File: src/rtl/ff_bank_pkg.sv
// Shared encodings and the per-bit toggle function for the multimode flip-flop bank.
// Every mode is reduced to a T input for a common T-flip-flop core.
package ff_bank_pkg;

    typedef enum logic [1:0] {
        MODE_D  = 2'b00,
        MODE_T  = 2'b01,
        MODE_SR = 2'b10,
        MODE_JK = 2'b11
    } mode_t;

    typedef enum logic [1:0] {
        SRB_HOLD   = 2'd0,
        SRB_SET    = 2'd1,
        SRB_RESET  = 2'd2,
        SRB_TOGGLE = 2'd3
    } sr_both_t;

    function automatic logic next_t(input mode_t mode, input logic a, input logic b,
                                    input logic q, input sr_both_t policy);
        logic t;
        t = 1'b0;
        case (mode)
            MODE_D:  t = a ^ q;
            MODE_T:  t = a;
            MODE_JK: t = (a & ~q) | (b & q);
            MODE_SR: begin
                case ({a, b})
                    2'b10:   t = ~q;
                    2'b01:   t = q;
                    2'b00:   t = 1'b0;
                    default: begin
                        case (policy)
                            SRB_HOLD:  t = 1'b0;
                            SRB_SET:   t = ~q;
                            SRB_RESET: t = q;
                            default:   t = 1'b1;
                        endcase
                    end
                endcase
            end
            default: t = 1'b0;
        endcase
        return t;
    endfunction

endpackage

File: src/rtl/t_ff_bank.sv
// Bank of T flip-flops; the only storage for the bank state q.
module t_ff_bank #(
    parameter int unsigned       WIDTH   = 4,
    parameter logic [WIDTH-1:0]  RST_VAL = '0
) (
    input  logic             clk,
    input  logic             rst,
    input  logic             en,
    input  logic [WIDTH-1:0] t,
    output logic [WIDTH-1:0] q
);

    always_ff @(posedge clk or posedge rst) begin
        if (rst) begin
            q <= RST_VAL;
        end else if (en) begin
            q <= q ^ t;
        end
    end

endmodule

File: src/rtl/multimode_ff_bank.sv
// Multimode D/T/SR/JK flip-flop bank: registered mode, per-bit toggle generation,
// sticky SR S=R=1 flag and a saturating illegal-event counter.
module multimode_ff_bank
    import ff_bank_pkg::*;
#(
    parameter int unsigned       WIDTH    = 4,
    parameter logic [WIDTH-1:0]  RST_VAL  = '0,
    parameter logic [1:0]        MODE_RST = 2'd2,
    parameter logic [1:0]        SR_BOTH  = 2'd0,
    parameter int unsigned       CNT_W    = 8
) (
    input  logic             clk,
    input  logic             rst,
    input  logic             mode_ld,
    input  logic [1:0]       mode_in,
    input  logic             en,
    input  logic [WIDTH-1:0] a,
    input  logic [WIDTH-1:0] b,
    input  logic             clr_flag,
    output logic [WIDTH-1:0] q,
    output logic [WIDTH-1:0] qbar,
    output logic [1:0]       mode,
    output logic             illegal,
    output logic [CNT_W-1:0] illegal_cnt
);

    mode_t            mode_r;
    logic [WIDTH-1:0] t;
    logic             illegal_evt;

    always_ff @(posedge clk or posedge rst) begin
        if (rst) begin
            mode_r <= mode_t'(MODE_RST);
        end else if (mode_ld) begin
            mode_r <= mode_t'(mode_in);
        end
    end

    // Toggles come from the registered mode, so a mode load only takes effect next edge.
    always_comb begin
        t = '0;
        for (int unsigned i = 0; i < WIDTH; i++) begin
            t[i] = next_t(mode_r, a[i], b[i], q[i], sr_both_t'(SR_BOTH));
        end
    end

    t_ff_bank #(
        .WIDTH   (WIDTH),
        .RST_VAL (RST_VAL)
    ) u_core (
        .clk (clk),
        .rst (rst),
        .en  (en),
        .t   (t),
        .q   (q)
    );

    assign qbar = ~q;
    assign mode = mode_r;

    assign illegal_evt = (mode_r == MODE_SR) && en && (|(a & b));

    always_ff @(posedge clk or posedge rst) begin
        if (rst) begin
            illegal     <= 1'b0;
            illegal_cnt <= '0;
        end else if (clr_flag) begin
            illegal     <= 1'b0;
            illegal_cnt <= '0;
        end else if (illegal_evt) begin
            illegal <= 1'b1;
            if (illegal_cnt != '1) begin
                illegal_cnt <= illegal_cnt + CNT_W'(1);
            end
        end
    end

endmodule

File: config.mk
export PLATFORM = sky130hd
export DESIGN_NAME = multimode_ff_bank
export DESIGN_NICKNAME = d
export VERILOG_FILES = /design/src/rtl/ff_bank_pkg.sv /design/src/rtl/t_ff_bank.sv /design/src/rtl/multimode_ff_bank.sv
export SDC_FILE = /design/constraint.sdc
export NUM_CORES = 1
export LEC_CHECK = 0
export CORE_ASPECT_RATIO = 0.9
export CORE_MARGIN = 1
export CORE_UTILIZATION = 45
export CTS_CLUSTER_DIAMETER = 50
export DETAILED_ROUTE_END_ITERATION = 12
export GPL_TIMING_DRIVEN = 0
export PLACE_DENSITY = 0.85
export SLEW_MARGIN = 30
export SYNTH_ARGS = -nofsm -noshare
export SYNTH_HDL_FRONTEND = slang
export SYNTH_HIERARCHICAL = 1
export SYNTH_SLANG_ARGS = --single-unit
File: constraint.sdc
create_clock -name clk -period 5.1 [get_ports clk]
set_input_delay 1.53 -clock clk [delete_from_list [all_inputs] [get_ports clk]]
set_output_delay 1.53 -clock clk [all_outputs]
set_load 0.05 [all_outputs]
==> reports/metrics.yaml, run 1 <==
synth.avg_cell_area_um2: 8.55
p_comb_frac: 0.558
fin_util: 0.713
power_frac_seq: 0.315
grt_pass1_wl_um: 3600
clock_sinks: 15
pin_count: 34
hold_class: "flop to flop"
yosysWarnings: 6
power.leakage_nw: 0.502
routed_wirelength_um: 2200
fill_cells: 128
crit_arrival_ps: 1730
synth_nets: 118
netlist_area_um2: 872
clock.fmax_mhz: 307
syn_inst: 102
p_int_w: 0.000274
portBuffers: 32
grt_max_degree: 12
cts_buffer_depth: 2
n_antenna_cell: 0
fin_setup_tns_ps: 0
first_pass_iters: 4
worst_clock_skew_ps: 0.959
worstPathRequired_ps: 3570
area_growth_pct: 43.2
max_stage_delay_ps: 820
cp_max_fo: 8
dp.final_hpwl_um: 1650
die_w_um: 48.4
critPathKind: "flop to output port"
p_clk_frac: 0.127
dieArea_mm2: 0.00212
period_minus_slack_ps: 3260
pwr_density_cell_mw_per_mm2: 426
grt_pass1_vias: 822
route.detailed.wl_per_inst_um: 13.5
ff_latch_area_um2: 377
cts_tree: "built"
p_switching_w: 0.000257
cts-buffers-inserted: 3
postCtsSetupBuffers: 0
slowest_stage: "clkdlybuf4s50_1"
cts-root-buf: "clkbuf_4"
detail-route-antenna-nets: 0
holdBufCountCts: 0
via_count: 892
start_kind: "flop"
rsz0062_at_grt: "no"
multiInputGateArea_um2: 449
via_per_inst: 5.51
status: "finished clean"
hold_ws_ps: 522
finalNetCount: 155
setup_viol: 0
tightest_slew_ps: 532
cp_num_buf_inv: 1
die_h_um: 43.8
fp-row-count: 14
overflow: 0
end_kind: "output port"
path_clk_slew_ps: 80
crit_chain: "clkdlybuf4s50_1"
synth_cell_types: 28
crit_family: "buffers and inverters"
drt_iter0_markers: 21
grt_usage: 0.229
drive_gt1_frac: 0.0580
core_mm2: 0.00175
grt_antenna_before_repair: 0
remaining_drc_errors: 0
cts_resized: 0
synth-seq-area-share: 0.432
irDropWorstVdd_v: 0.000260
relSlewSlack: 0.644
max_cap_violations: 0
start_util: 0.498
insertion_delay_ps: 280
slew_viol_final: 0
cts_max_level: 1
gp_congestion: 0.844
ys_ff_latch: 15
switching_share: 0.484
fin_crit_sh: 0.639
hold_violations: 0
## registers in the layout, summed over array words and instances, names as in the netlist
register     cells
illegal_cnt      8
mode             2
illegal          1
u_core/q         4
## per-layer routing
layer	track usage	wire length [µm]	up-vias
met4	0.112	31	0
met5	0	0	-
met2	0.369	1080	23
met3	0.0561	73	4
met1	0.293	1010	422
li1	-	-	443
## final cells by class
| cell class | instances | share of cell area |
|---|---|---|
| Clock buffer | 4 | 0.0210 |
| Multi-Input combinational cell | 75 | 0.360 |
| Timing Repair Buffer | 32 | 0.257 |
| Buffer | 3 | 0.0100 |
| Tap cell | 24 | 0.0240 |
| Inverter | 9 | 0.0271 |
| Sequential cell | 15 | 0.302 |
## cell families (layout without fill, tap and decap cells)
kind of cell    count (synthesis)  count (layout)  synth area share
compound gates                 33              33             0.240
xor+xnor                        4               4            0.0402
fa+ha+maj                       1               1            0.0143
buf+inv                        12              48            0.0531
flops                          15              15             0.432
mux                             2               2            0.0258
simple gates                   35              35             0.195
## path summary, 6_finish.rpt
kind / from / endpoint / slack [ps] / depth (start not counted)
worst max-delay path: mode[1] / mode[1] / 1840 / 1
worst min-delay path: illegal / illegal / 520 / 2
worst max register to register: mode[1] / illegal_cnt[2] / 3250 / 5
worst min register to register: illegal / illegal / 520 / 2
max in group asynchronous: rst / mode[1] / 3180 / 2
min in group asynchronous: rst / u_core/q[2] / 1470 / 2
## cells in the final DEF (no fill, tap or decap), drive strengths merged, types with 2 or more instances in the layout
cell           instances
clkdlybuf4s50         32
nand3                  3
mux2                   2
a221oi                 3
dfrtp                 14
nand2                 11
o31ai                  4
and3                   2
clkbuf                 5
buf                    2
or4                    2
a21oi                 11
a22oi                  2
nor2                   9
inv                    9
or3                    4
xnor2                  4
o21ai                  8
o311ai                 2
## power groups by stage
| stage | combinational [W] | sequential [W] | clock (W) |
|---|---|---|---|
| final | 0.000297 | 0.000167 | 0.0000674 |
| after global routing | 0.000312 | 0.000171 | 0.0000763 |
| after CTS | 0.000297 | 0.000167 | 0.0000703 |
| after detailed placement | 0.000295 | 0.000170 | 0 |
| after global placement | 0.000289 | 0.000168 | 0 |
| after floorplan | 0.000131 | 0.000232 | 0 |
## cells in the mapped netlist
master	count	area, µm²
dfrtp_1	14	350
a21oi_1	11	55.1
nand2_1	11	41.3
inv_1	9	33.8
nor2_1	9	33.8
o21ai_0	8	40.0
o31ai_1	4	30.0
or3_1	4	25.0
xnor2_1	4	35.0
a221oi_1	3	26.3
nand3_1	3	15.0
a22oi_1	2	15.0
and3_1	2	12.5
mux2_2	2	22.5
o311ai_0	2	17.5
or4_1	2	15.0
a211o_1	1	8.76
a211oi_1	1	7.51
buf_1	1	3.75
buf_2	1	5.00
clkbuf_1	1	3.75
dfstp_2	1	26.3
ha_1	1	12.5
nand2b_1	1	6.26
nand4_1	1	6.26
nor2b_1	1	6.26
o41ai_1	1	8.76
or3b_2	1	8.76
## per-stage QoR
stage / total power [W] / instances / setup slack, ps / instance area [µm²]
floorplan: 0.000363 / 102 / 2440 / 872
global placement: 0.000457 / 158 / 1760 / 1220
detailed placement: 0.000465 / 158 / 1780 / 1220
CTS: 0.000534 / 162 / 1830 / 1250
global route: 0.000559 / 162 / 1780 / 1250
finish: 0.000531 / 162 / 1840 / 1250
Note: power is estimated with default switching activity, not from simulation.
==> inputs of run 2 (changes only) <==
Settings changed: CORE_UTILIZATION 45 to 42, PLACE_DENSITY 0.85 to 0.8.
Clock period 5.1 ns to 3.07 ns, I/O delays scaled along.
==> reports/metrics.yaml, run 2 (same netlist as run 1, synthesis figures left out) <==
status: "finished clean"
drive_gt1_frac: 0.0580
grt_pass1_vias: 800
regMostFlops: "illegal_cnt"
start_kind: "flop"
overflow: 0
holdBufCountCts: 0
reg2reg_from: "mode[1]"
grt_max_degree: 12
crit_family: "buffers and inverters"
path_clk_slew_ps: 80
cts_resized: 0
fin_crit_sh: 0.862
whs_path_depth: 2
hold_class: "flop to flop"
slew_viol_final: 0
grt_usage: 0.221
worst_clock_skew_ps: 1.45
r2r_end: "illegal_cnt[2]"
setup_viol: 0
place_ws_ps: 258
die_w_um: 50.0
critPathKind: "flop to output port"
die_h_um: 45.2
dp.final_hpwl_um: 1760
grt_pass1_wl_um: 3510
insertion_delay_ps: 290
period_minus_slack_ps: 2650
pin_count: 34
cts_buffer_depth: 2
hold-path-endpoint: "illegal"
routed_wirelength_um: 2290
cts_max_level: 1
crit_arrival_ps: 1730
start_util: 0.451
rr_worst_depth: 5
layout_commonest_cell: "clkdlybuf4s50_1"
route.detailed.wl_per_inst_um: 14.0
slowest_stage: "clkdlybuf4s50_1"
remaining_drc_errors: 0
cts-buffers-inserted: 3
dieArea_mm2: 0.00226
max_stage_delay_ps: 820
grt_antenna_before_repair: 0
hold_ws_ps: 534
irDropWorstVdd_v: 0.000618
tightest_slew_ps: 524
first_pass_iters: 6
pwr_density_cell_mw_per_mm2: 707
final_cell_mix: "32 x clkdlybuf4s50_1, 14 x dfrtp_1, 11 x nand2_1, 11 x a21oi_1"
end_kind: "output port"
n_antenna_cell: 0
portBuffers: 32
via_per_inst: 5.66
rsz0062_at_grt: "no"
postCtsSetupBuffers: 0
detail-route-antenna-nets: 0
cp_max_fo: 8
largest_reg_flops: 8
clock.fmax_mhz: 378
ff2ff_setup_slack_ps: 1170
hp-start: "illegal"
max_cap_violations: 0
cts_tree: "built"
fin_ws_ps: 422
multiInputGateArea_um2: 449
drt_iter0_markers: 28
cts-root-buf: "clkbuf_4"
core_mm2: 0.00193
clock_sinks: 15
p_total_w: 0.000884
crit_chain: "clkdlybuf4s50_1"
via_count: 922
relSlewSlack: 0.650
fp-row-count: 15
cp_num_buf_inv: 1
finalNetCount: 155
area_growth_pct: 43.3
gp_congestion: 0.817
worstPathRequired_ps: 2150
hold_violations: 0
power.leakage_nw: 0.502
fin_setup_tns_ps: 0
fill_cells: 165
ff_latch_area_um2: 377
-- run 2: worst max-delay path by stage --
stage          cells past startpoint  slack, ps        endpoint     from
6_report                           1        420         mode[1]  mode[1]
5_1_grt                            1        370         mode[1]  mode[1]
4_1_cts                            1        410         mode[1]  mode[1]
3_5_place_dp                       6        260  illegal_cnt[2]     a[2]
3_3_place_gp                       6        330  illegal_cnt[6]       en
2_1_floorplan                      5       1020  illegal_cnt[2]     b[2]
-- run 2: final cells by class --
cell class	instances	share of cell area
well taps	25	0.0250
flip-flops and latches	15	0.301
clock buffers	4	0.0210
inverters	9	0.0270
multi-input cells	75	0.359
plain buffers	3	0.0100
repair buffers	32	0.256
-- run 2: where the power goes --
part / internal, W / total [W] / switching [W]
logic: 0.000174 / 0.000492 / 0.000318
clock network: 0.0000507 / 0.000114 / 0.0000635
registers: 0.000231 / 0.000278 / 0.0000463
total: 0.000456 / 0.000884 / 0.000428
-- run 2: through the flow --
stage          cell area, µm²  utilization  std cells
2_1_floorplan             872            -        102
3_3_place_gp             1220        0.633        159
3_5_place_dp             1220        0.633        159
4_1_cts                  1250        0.647        163
5_1_grt                  1250        0.647        163
6_report                 1250        0.647        163
-- run 2: layer usage --
metal  vias up  share of wire  track usage  routed length [µm]
met4         0          0.026        0.160                  59
met5         -              0            0                   0
met3         7          0.049       0.0640                 111
met1       437           0.42        0.262                 959
met2        37           0.51        0.347                1150
li1        441              -            -                   -
